==> src/rtl/preg_free_list.sv <==
`default_nettype none
// ============================================================================
// Module      : preg_free_list
// Description : Physical-register free list for rename. Circular FIFO of free
//               tags, two in-order allocation slots, two retire release slots.
//               Optional stall counter: define PREG_FREE_LIST_STATS_EN.
// Revision    : 1.0 - initial release
// ============================================================================
module preg_free_list #(
   parameter int NUM_PREGS = 64,
   parameter int NUM_ARCH  = 32,
   parameter int TAG_W     = 6
) (
   input  logic             clk,
   input  logic             rst,
   input  logic             alloc0_req,
   input  logic             alloc1_req,
   output logic             alloc0_gnt,
   output logic [TAG_W-1:0] alloc0_tag,
   output logic             alloc1_gnt,
   output logic [TAG_W-1:0] alloc1_tag,
   input  logic             rel0_valid,
   input  logic [TAG_W-1:0] rel0_tag,
   input  logic             rel1_valid,
   input  logic [TAG_W-1:0] rel1_tag,
   output logic [TAG_W:0]   free_count,
   output logic             empty,
   output logic             err_overflow
`ifdef PREG_FREE_LIST_STATS_EN
   ,
   output logic [15:0]      stall_cnt
`endif
);

   localparam logic [TAG_W:0]   c_one         = (TAG_W+1)'(1);
   localparam logic [TAG_W:0]   c_two         = (TAG_W+1)'(2);
   localparam logic [TAG_W:0]   c_full        = (TAG_W+1)'(NUM_PREGS);
   localparam logic [TAG_W:0]   c_reset_count = (TAG_W+1)'(NUM_PREGS - NUM_ARCH);
   localparam logic [TAG_W-1:0] c_reset_tail  = TAG_W'(NUM_PREGS - NUM_ARCH);

   logic [TAG_W-1:0] r_fifo [NUM_PREGS];
   logic [TAG_W-1:0] r_head;
   logic [TAG_W-1:0] r_tail;
   logic [TAG_W:0]   r_count;
   logic             r_err;

   logic             w_gnt0;
   logic             w_gnt1;
   logic [1:0]       w_n_grant;
   logic [1:0]       w_n_acc;
   logic [TAG_W:0]   w_base;
   logic             w_acc0;
   logic             w_acc1;
   logic             w_reject;
   logic [TAG_W-1:0] w_head_p1;
   logic [TAG_W-1:0] w_tail_p1;
   logic [TAG_W-1:0] w_rel1_idx;

   assign w_head_p1 = r_head + TAG_W'(1);
   assign w_tail_p1 = r_tail + TAG_W'(1);

   // Grants look only at the registered count; slot 1 never overtakes slot 0.
   always_comb begin
      w_gnt0 = 1'b0;
      w_gnt1 = 1'b0;
      if (!rst) begin
         w_gnt0 = alloc0_req && (r_count >= c_one);
         if (alloc0_req)
            w_gnt1 = alloc1_req && (r_count >= c_two);
         else
            w_gnt1 = alloc1_req && (r_count >= c_one);
      end
   end

   assign alloc0_gnt = w_gnt0;
   assign alloc1_gnt = w_gnt1;
   assign alloc0_tag = r_fifo[r_head];
   assign alloc1_tag = alloc0_req ? r_fifo[w_head_p1] : r_fifo[r_head];

   assign w_n_grant = {1'b0, w_gnt0} + {1'b0, w_gnt1};

   // Room for a release is judged after this cycle's pops are taken out.
   assign w_base     = r_count - (TAG_W+1)'(w_n_grant);
   assign w_acc0     = rel0_valid && (w_base < c_full);
   assign w_acc1     = rel1_valid && ((w_base + (TAG_W+1)'(w_acc0)) < c_full);
   assign w_reject   = (rel0_valid && !w_acc0) || (rel1_valid && !w_acc1);
   assign w_n_acc    = {1'b0, w_acc0} + {1'b0, w_acc1};
   assign w_rel1_idx = w_acc0 ? w_tail_p1 : r_tail;

   always_ff @(posedge clk or posedge rst) begin
      if (rst) begin
         for (int i = 0; i < NUM_PREGS; i++)
            r_fifo[i] <= (i < NUM_PREGS - NUM_ARCH) ? TAG_W'(NUM_ARCH + i) : '0;
         r_head  <= '0;
         r_tail  <= c_reset_tail;
         r_count <= c_reset_count;
         r_err   <= 1'b0;
      end else begin
         if (w_acc0)
            r_fifo[r_tail] <= rel0_tag;
         if (w_acc1)
            r_fifo[w_rel1_idx] <= rel1_tag;
         r_head  <= r_head + TAG_W'(w_n_grant);
         r_tail  <= r_tail + TAG_W'(w_n_acc);
         r_count <= r_count + (TAG_W+1)'(w_n_acc) - (TAG_W+1)'(w_n_grant);
         if (w_reject)
            r_err <= 1'b1;
      end
   end

   assign free_count   = r_count;
   assign empty        = (r_count == '0);
   assign err_overflow = r_err;

`ifdef PREG_FREE_LIST_STATS_EN
   logic        w_stall;
   logic [15:0] r_stall_cnt;

   assign w_stall = (alloc0_req && !w_gnt0) || (alloc1_req && !w_gnt1);

   always_ff @(posedge clk or posedge rst) begin
      if (rst)
         r_stall_cnt <= '0;
      else if (w_stall && (r_stall_cnt != 16'hFFFF))
         r_stall_cnt <= r_stall_cnt + 16'd1;
   end

   assign stall_cnt = r_stall_cnt;
`endif

endmodule
`default_nettype wire

==> config.mk <==
export PLATFORM = sky130hd
export DESIGN_NAME = preg_free_list
export DESIGN_NICKNAME = d
export VERILOG_FILES = /design/src/rtl/preg_free_list.sv
export SDC_FILE = /design/constraint.sdc
export NUM_CORES = 1
export LEC_CHECK = 0
export CAP_MARGIN = 0
export CORE_UTILIZATION = 59
export DETAILED_ROUTE_END_ITERATION = 10
export HOLD_SLACK_MARGIN = 0.08
export PLACE_DENSITY_LB_ADDON = 0.08
export SLEW_MARGIN = 10
export SYNTH_ARGS = -nofsm -noshare
export SYNTH_HDL_FRONTEND = slang
export SYNTH_SLANG_ARGS = --single-unit
==> constraint.sdc <==
create_clock -name clk -period 23.9 [get_ports clk]
set_input_delay 4.78 -clock clk [delete_from_list [all_inputs] [get_ports clk]]
set_output_delay 4.78 -clock clk [all_outputs]
set_load 0.1 [all_outputs]
==> metrics.txt, run 1 <==
adder and majority cell fraction of the synthesized area=1.38%; number of buffers inserted to repair setup after CTS=0; Achievable Freq=76.2 MHz; Simple-Gate Fraction of Synth Area=11.3%; vias in the first global route=21,420; critical register-to-register path startpoint=free_count[4]; biggest area consumer among synthesized cells=mux2i_1; sink count of the clock tree=404; # setup viols final=0; number of cells upsized or downsized after cts=0; fraction of layout cells with a size suffix above 1=between 20 and 25%; FF+latch count, synth=404; headroom to the max-slew limit=17.8%; Tmin final=13.12 ns; final total negative setup slack=0 ns; area added between synthesis and finish=8.15%; count of cell types in the netlist=79; transition time at the pin with the least slew margin=around 1.2 ns; Post-synth EDFFs=0; post-synthesis instance area=around 0.029 mm^2; via density per instance=roughly 7.3; Chip Width=about 220 um; core area=0.0479 mm^2; ANT cells=0; Synthesized Nets=2,377; setup repair after global routing missed its margin=false; HPWL Detailed=about 60,000 um; post-synthesis cell count=around 2,300; Starting Density=about three fifths; via count=between 20,000 and 25,000; category of the worst setup path launch point=input port; max-capacitance violation count=0; H-Tree Depth=2; Layout Nets=2,293; synth cell count leaders=867 x mux2i_1, 290 x dfrtp_1, 150 x mux4_2, 137 x nand2_1, 131 x clkbuf_1; count of yosys warnings during synthesis=0; R2R Setup Slk=16.61 ns; Worst Min Path Start=err_overflow; footprint of the multi-input gates=0.0175 mm^2; largest fanout on the critical path=10; CP Class=input port to output port; total overflow reported by the global router=0; # IOs=41; final setup skew=between 0.02 and 0.025 ns; synthesized-area fraction occupied by ao, oa, aoi and oai cells=under 10%; logic depth of the worst register-to-register path=28; Row Count=80; root buffer cell=clkbuf_16; cell with the largest stage delay on the worst path=clkdlybuf4s50_1; violation count after the first detailed-route iteration=2,174; most common cell in the synthesized netlist=mux2i_1; VDD IR max=235 uV; Post-CTS Hold Fix Bufs=0; final-report hold violation count=0; count of final max-slew check failures=0; Port Buf Inserts=40; number of antenna violations at the first check in global routing=2; clock buffer count from CTS=47; mean routed wirelength per cell=32.8 um; power density over the cells=approximately 160 mW/mm^2; Max Root-Sink Buffers=3; status=complete, no violations; area of the die=approximately 0.050 mm^2; Arrival @ worst endpoint=8.34 ns; FFs w/ async S/R, synth=100%; CTS tree=built; worst hold path stage count=1; crit-path max cell delay=approximately 1.3 ns; detailed-route DRC error count=0; Final Cell Area=0.0311 mm^2; most used cell, CP=clkdlybuf4s50_1; share of the synthesized netlist area taken by xor and xnor gates=0.700%; vertical die dimension=223 um; first-pass detailed-route iteration total=5; Main synth FF type=dfrtp_1; pin count of the biggest net entering global routing=131; insertion delay to the later sink of the worst-skew pair=0.61 ns; Placed Instance Area=0.0293 mm^2; clock slew at the register clock pins of the worst setup and hold paths=0.05 ns; Total Power=around 4.9 mW; area taken by flip-flops and latches=0.0103 mm^2; fraction of the yosys area taken by sequential cells=35.6%; first-pass GRT wire length=144,000 um; global-route usage over all layers=between 30% and 40%; class of the tightest hold or removal check=flop to flop; largest family of logic cells by synthesized area=multiplexers; gpl congestion=1.05; worst flop-to-flop path endpoint=free_count[6]; antenna-violating nets left=0; average cell area after synthesis=12.3 um^2; hold worst-path end=err_overflow; worst hold slack after final layout=approximately 0.57 ns; area fraction of the dominant cell type after synthesis=30.2%; wire length reported by the detailed router=between 90,000 and 100,000 um; cells along the critical path=clkdlybuf4s50_1 > inv_1 > nor3_1 > o2111ai_1 > o221ai_1 > clkdlybuf4s50_1; Leak=11.8 nW; multiplexer fraction of the synthesized cell area=42.2%; Synth area leaders=mux2i_1 30%, dfrtp_1 25%, mux4_2 12%, dfstp_2 10%, nor4_4 4.8%; Final period util=roughly 55%; endpoint type of the worst setup path=output port; CP required=19.12 ns; Layout fillers=~3,700
## layer usage
layer / global-route usage, % / vias up / share of wire, %
met5: 0 / - / 0.011
met4: 18.4 / 2 / 5.1
met3: 10.4 / 263 / 10
met2: 57.6 / 1120 / 44
met1: 53.8 / 11074 / 41
li1: - / 8692 / -
## sequential cells by signal (all words and copies together), names as in the netlist
signal	cells
r_tail	6
r_fifo	384
free_count	7
r_head	6
err_overflow	1
## worst max-delay path, delay by kind of cell
family,cells,cell delay (ns)
buffers and inverters,3,2.29
AOI/OAI and AO/OA,2,0.58
and+or+nand+nor,1,0.68
## how the worst max path moves through the flow
stage                    end  startpoint  cells after the start
6_report       alloc1_tag[0]  alloc0_req                      6
5_1_grt        alloc1_tag[0]  alloc0_req                      6
4_1_cts        alloc1_tag[0]  alloc0_req                      6
3_5_place_dp   alloc1_tag[0]  alloc0_req                      6
3_3_place_gp   alloc1_tag[0]  alloc0_req                      6
2_1_floorplan     alloc1_gnt         rst                      2
## power by group
| group | internal (mW) | total [mW] | switching (mW) |
|---|---|---|---|
| combinational | 0.968 | 2.75 | 1.79 |
| clock | 0.512 | 0.828 | 0.316 |
| sequential | 1.01 | 1.30 | 0.294 |
| total | 2.49 | 4.88 | 2.40 |
## per-stage QoR
step	setup slack (ns)	utilization (%)	cells
detailed placement	10.93	61.2	2811
global route	10.74	64.9	2897
global placement	10.99	61.2	2811
finish	10.78	64.9	2897
floorplan	4.36	-	2329
CTS	10.92	64.9	2897
## cell families (layout without fill, tap and decap cells)
| logic type | Yosys count | in the layout |
|---|---|---|
| AO/OA/AOI/OAI | 173 | 173 |
| flip-flops | 404 | 404 |
| buffers and inverters | 252 | 205 |
| XOR/XNOR | 23 | 23 |
| multiplexers | 1022 | 1022 |
| AND/OR/NAND/NOR | 425 | 425 |
| adder cells (fa/ha/maj) | 30 | 30 |
## layout by cell type (no fill, tap or decap), types with 35 or more instances in the layout
| cell | count |
|---|---|
| mux2i_1 | 867 |
| dfrtp_1 | 287 |
| mux4_2 | 150 |
| nand2_1 | 136 |
| dfstp_2 | 114 |
| nor2_1 | 74 |
| nor4_4 | 66 |
| clkbuf_16 | 48 |
| buf_4 | 39 |
| nand3_1 | 35 |
## cell type report
type                       count  area share, %
sequential                   404           33.0
clock buffer                  64           4.44
inverter                      39          0.495
multi-input combinational   1673           56.2
tap                          615           2.47
clock inverter                22           1.23
timing repair buffer          80           2.20
(Power assumes the default switching activity.)
==> run 2: changes to the inputs <==
--- a/config.mk
+++ b/config.mk
@@ -6,7 +6,7 @@
 export NUM_CORES = 1
 export LEC_CHECK = 0
 export CAP_MARGIN = 0
-export CORE_UTILIZATION = 59
+export CORE_UTILIZATION = 58
 export DETAILED_ROUTE_END_ITERATION = 10
 export HOLD_SLACK_MARGIN = 0.08
 export PLACE_DENSITY_LB_ADDON = 0.08
==> constraint.sdc (replaced) <==
create_clock -name clk -period 11 [get_ports clk]
set_input_delay 2.2 -clock clk [delete_from_list [all_inputs] [get_ports clk]]
set_output_delay 2.2 -clock clk [all_outputs]
set_load 0.1 [all_outputs]
==> run 2 against run 1 <==
Critical path depth is the same; global-route usage shrank 0.77 points; total power grew 110%; flip-flop and latch count is the same; non-clock buffer count shrank 2; critical path type unchanged.
==> metrics.txt, run 2 (same netlist as run 1, synthesis figures left out) <==
top register by number of flip-flops=r_fifo; Tmin final=between 8 and 9 ns; Row Count=81; via density per instance=7.14; root buffer cell=clkbuf_16; violation count after the first detailed-route iteration=2,140; Achievable Freq=121 MHz; Starting Density=58.8%; final setup skew=0.0221 ns; class of the tightest hold or removal check=flop to flop; first-pass detailed-route iteration total=6; vertical die dimension=225 um; vias in the first global route=21,337; headroom to the max-slew limit=11.2%; area added between synthesis and finish=7.83%; CP Class=input port to output port; # setup viols final=0; CP startpoint=alloc0_req; cell with the largest stage delay on the worst path=clkdlybuf4s50_1; # IOs=41; core area=a little under 0.05 mm^2; number of flip-flops under the largest register name=384; Final period util=75.3%; Post-CTS Hold Fix Bufs=0; number of buffers inserted to repair setup after CTS=0; Max Root-Sink Buffers=3; H-Tree Depth=2; CTS tree=built; crit-path max cell delay=1.27 ns; max-capacitance violation count=0; sink count of the clock tree=404; post-placement cell count=2,858; power density over the cells=336 mW/mm^2; Arrival @ worst endpoint=around 6 ns; area of the die=0.0505 mm^2; transition time at the pin with the least slew margin=1.33 ns; number of cells upsized or downsized after cts=0; VDD IR max=659 uV; Final Instance Count excl. Fillers=2,943; antenna-violating nets left=0; worst setup margin=2.72 ns; ANT cells=0; post-placement worst setup slack=2.93 ns; cells along the critical path=clkdlybuf4s50_1 > inv_1 > nor3_1 > o2111ai_1 > o221ai_1 > clkdlybuf4s50_1; fraction of layout cells with a size suffix above 1=24.4%; pin count of the biggest net entering global routing=160; Port Buf Inserts=40; commonest non-fill, non-tap cells in the layout=867 x mux2i_1, 287 x dfrtp_1, 150 x mux4_2; mean routed wirelength per cell=32.3 um; status=complete, no violations; clock buffer count from CTS=47; Chip Width=225 um; setup repair after global routing missed its margin=false; clock slew at the register clock pins of the worst setup and hold paths=about 0.06 ns; detailed-route DRC error count=0; gpl congestion=0.975; first-pass GRT wire length=about 140,000 um; largest fanout on the critical path=10; CP required=8.80 ns; Worst Min Path Start=r_fifo[233]; final-report hold violation count=0; number of antenna violations at the first check in global routing=1; endpoint type of the worst setup path=output port; insertion delay to the later sink of the worst-skew pair=approximately 0.6 ns; most frequent standard cell in the layout excluding fill and tap cells=mux2i_1; category of the worst setup path launch point=input port; wire length reported by the detailed router=95,100 um; total overflow reported by the global router=0; critical register-to-register path startpoint=free_count[4]; Leak=11.7 nW; most used cell, CP=clkdlybuf4s50_1; count of final max-slew check failures=0; via count=~21,000; Layout Nets=2,291; global-route usage over all layers=38.3%; HPWL Detailed=approximately 61,000 um
## run 2: cell types whose count changed in the layout (fill, tap and decap cells not counted), sizes merged
cell / before / now
clkbuf: 64 / 73
buf: 46 / 44
bufinv: 10 / 2
inv: 39 / 38
clkinv: 11 / 10
## run 2: where the power goes
part           total [mW]  internal [mW]  leakage (nW)  switching (mW)
Clock                1.56          0.902         0.738           0.663
Sequential           2.85           2.19          5.02           0.662
Combinational        6.01           2.14          5.89            3.88
## run 2: worst paths after layout
check | to | slack, ns | cells past startpoint
setup / recovery | alloc1_tag[4] | 2.72 | 6
hold / removal | r_fifo[233] | 0.57 | 2
setup reg to reg | r_fifo[61] | 4.68 | 16
hold reg to reg | r_fifo[233] | 0.57 | 2
max in group asynchronous | r_fifo[20] | 6.82 | 4
min in group asynchronous | r_fifo[153] | 2.05 | 2
## run 2: final cells by class
| type | instances | area (um^2) |
|---|---|---|
| Sequential cell | 404 | 10300 |
| Tap cell | 664 | 831 |
| Timing Repair Buffer | 78 | 693 |
| Inverter | 39 | 150 |
| Fill cell | 3820 | 17900 |
| Clock inverter | 12 | 114 |
| Multi-Input combinational cell | 1673 | 17600 |
| Clock buffer | 73 | 1370 |
## run 2: through the flow
| stage | instance area [um^2] | TNS, ns | hold slack, ns | util (%) | power, mW |
|---|---|---|---|---|---|
| finish | 31000 | 0 | 0.573 | 63.4 | 10.4 |
| global route | 31000 | 0 | 0.596 | 63.4 | 10.8 |
| CTS | 31000 | 0 | 0.576 | 63.4 | 10.3 |
| detailed placement | 29500 | 0 | 0.558 | 60.3 | 8.72 |
| global placement | 29500 | 0 | 0.550 | 60.3 | 8.59 |
| floorplan | 29000 | -562.45 | 0.502 | - | 6.97 |
## run 2: metal layers
metal  vias up  routed length, um  track usage, %
met1     10955              39000            52.8
met5         -                 10               0
met4         2               5430            20.5
met3       271               8920            8.86
met2      1130              41600            56.1
li1       8665                  -               -
## run 2: critical path: cells and delay by family
| family | cells | cell delay (ns) |
|---|---|---|
| AOI/OAI and AO/OA | 2 | 0.61 |
| and+or+nand+nor | 1 | 0.89 |
| buffers and inverters | 3 | 2.36 |
==> run 3: changes to the inputs <==
--- a/config.mk
+++ b/config.mk
@@ -6,7 +6,7 @@
 export NUM_CORES = 1
 export LEC_CHECK = 0
 export CAP_MARGIN = 0
-export CORE_UTILIZATION = 58
+export CORE_UTILIZATION = 59
 export DETAILED_ROUTE_END_ITERATION = 10
 export HOLD_SLACK_MARGIN = 0.08
 export PLACE_DENSITY_LB_ADDON = 0.08
==> constraint.sdc (replaced) <==
create_clock -name clk -period 8.1 [get_ports clk]
set_input_delay 1.62 -clock clk [delete_from_list [all_inputs] [get_ports clk]]
set_output_delay 1.62 -clock clk [all_outputs]
set_load 0.1 [all_outputs]
==> run 3 against run 2 <==
Count of clock-buffer cells in the layout rose by 1; clock power is 44% higher; die area fell by 1.7%; flip-flop and latch count did not move; critical path type is now flop to output port; largest power group unchanged.
==> metrics.txt, run 3 (same netlist as run 1, synthesis figures left out) <==
Arrival @ worst endpoint=5.37 ns; VDD IR max=763 uV; critical register-to-register path startpoint=free_count[4]; commonest non-fill, non-tap cells in the layout=867 x mux2i_1, 287 x dfrtp_1, 150 x mux4_2; mean routed wirelength per cell=between 30 and 40 um; transition time at the pin with the least slew margin=1.33 ns; core area=~0.048 mm^2; R2R Setup Slk=2.21 ns; area added between synthesis and finish=8.29%; worst hold path stage count=1; Layout fillers=3,636; Combinational Power Share=a little under three fifths; status=complete, no violations; clock slew at the register clock pins of the worst setup and hold paths=~0.060 ns; area of the die=0.0496 mm^2; largest fanout on the critical path=21; Row Count=80; insertion delay to the later sink of the worst-skew pair=a little over 0.6 ns; Max Root-Sink Buffers=3; net load switching power=approximately 7.0 mW; Reg power frac=27.3%; sink count of the clock tree=~400; max-capacitance violation count=0; Worst Min Path Start=err_overflow; total overflow reported by the global router=0; CP Class=flop to output port; Total Power=14.3 mW; first-pass GRT wire length=143,000 um; wire length reported by the detailed router=about 96,000 um; most frequent standard cell in the layout excluding fill and tap cells=mux2i_1; Leak=11.8 nW; headroom to the max-slew limit=10.9%; number of flip-flops under the largest register name=~380; worst flop-to-flop path endpoint=r_fifo[8]; # setup viols final=0; Final period util=86.3%; number of cells upsized or downsized after cts=0; logic depth of the worst register-to-register path=17; hold worst-path end=err_overflow; vertical die dimension=223 um; H-Tree Depth=2; via density per instance=7.29; setup repair after global routing missed its margin=false; vias in the first global route=21,372; top register by number of flip-flops=r_fifo; HPWL Detailed=between 60,000 and 70,000 um; pin count of the biggest net entering global routing=171; via count=21,219; fraction of power consumed by the clock network=between 10% and 20%; antenna-violating nets left=0; final-report hold violation count=0; count of final max-slew check failures=0; fraction of layout cells with a size suffix above 1=25.1%; first-pass detailed-route iteration total=5; clock buffer count from CTS=48; # IOs=41; global-route usage over all layers=39.0%; post-placement worst setup slack=about 1.3 ns; Layout Nets=2,302; Chip Width=223 um; category of the worst setup path launch point=flop; Starting Density=60.0%; Final Cell Area=0.0311 mm^2; final setup skew=roughly 0.025 ns; violation count after the first detailed-route iteration=2,294; fraction of power spent switching nets=between 40% and 50%; number of antenna violations at the first check in global routing=1; Achievable Freq=143 MHz; gpl congestion=0.948; number of buffers inserted to repair setup after CTS=0; Tmin final=6.99 ns; internal portion of total power=just over 7 mW; root buffer cell=clkbuf_16; endpoint type of the worst setup path=output port; detailed-route DRC error count=0; Post-CTS Hold Fix Bufs=0; Port Buf Inserts=40; worst setup margin=1.11 ns; class of the tightest hold or removal check=flop to flop; Placed Instance Area=about 0.03 mm^2; power density over the cells=458 mW/mm^2; CP required=roughly 6.5 ns; CTS tree=built
==> run 3: power groups by stage <==
stage | Combinational, mW | Clock [mW] | Sequential [mW]
2_1_floorplan | 5.96 | 0 | 3.51
3_3_place_gp | 7.80 | 0 | 3.82
3_5_place_dp | 7.93 | 0 | 3.85
4_1_cts | 7.96 | 2.27 | 3.84
5_1_grt | 8.45 | 2.34 | 3.95
6_report | 8.12 | 2.25 | 3.90
==> run 3: worst max-delay path, stage by stage, from the launching register on <==
cell and delay [ns]:
dfrtp_2 0.90, nor2b_1 1.10, a22oi_1 0.23, a31oi_1 0.58, nand2_1 0.31, a32oi_1 0.53
inv_1 0.08, clkdlybuf4s50_1 1.00
==> run 3: how the worst max path moves through the flow <==
stage / slack, ns / to / cells after the start / from
2_1_floorplan: -4.54 / free_count[6] / 26 / rst
3_3_place_gp: 1.37 / free_count[6] / 25 / alloc0_req
3_5_place_dp: 1.29 / r_fifo[225] / 14 / alloc0_req
4_1_cts: 1.39 / alloc0_tag[3] / 9 / r_head[0]
5_1_grt: 1.19 / alloc0_tag[3] / 8 / r_head[0]
6_report: 1.11 / alloc0_tag[3] / 7 / r_head[1]
==> run 3: per-layer routing <==
layer,up-vias,GRT usage (%),wire (um)
li1,8689,-,-
met1,10966,53.8,39100
met2,1261,57.3,41900
met3,303,8.99,9440
met4,0,21.0,5660
met5,-,0,0
==> run 3: cell type report <==
class                   count  area (um^2)  area share, %
repair buffers             88          766           2.46
clock inverters            15          188          0.603
flip-flops and latches    404        10300           32.9
clock buffers              74         1420           4.56
well taps                 615          769           2.47
multi-input cells        1673        17600           56.5
diodes                      1         2.50        0.00803
inverters                  39          150          0.482
==> run 3: metrics by stage <==
step,hold slack [ns],TNS [ns],std cells,utilization (%)
global route,0.499,0,2908,65.0
finish,0.481,0,2909,65.0
detailed placement,0.462,0,2819,61.6
global placement,0.464,0,2819,61.6
floorplan,0.502,-1498.17,2329,-
CTS,0.487,0,2908,65.0
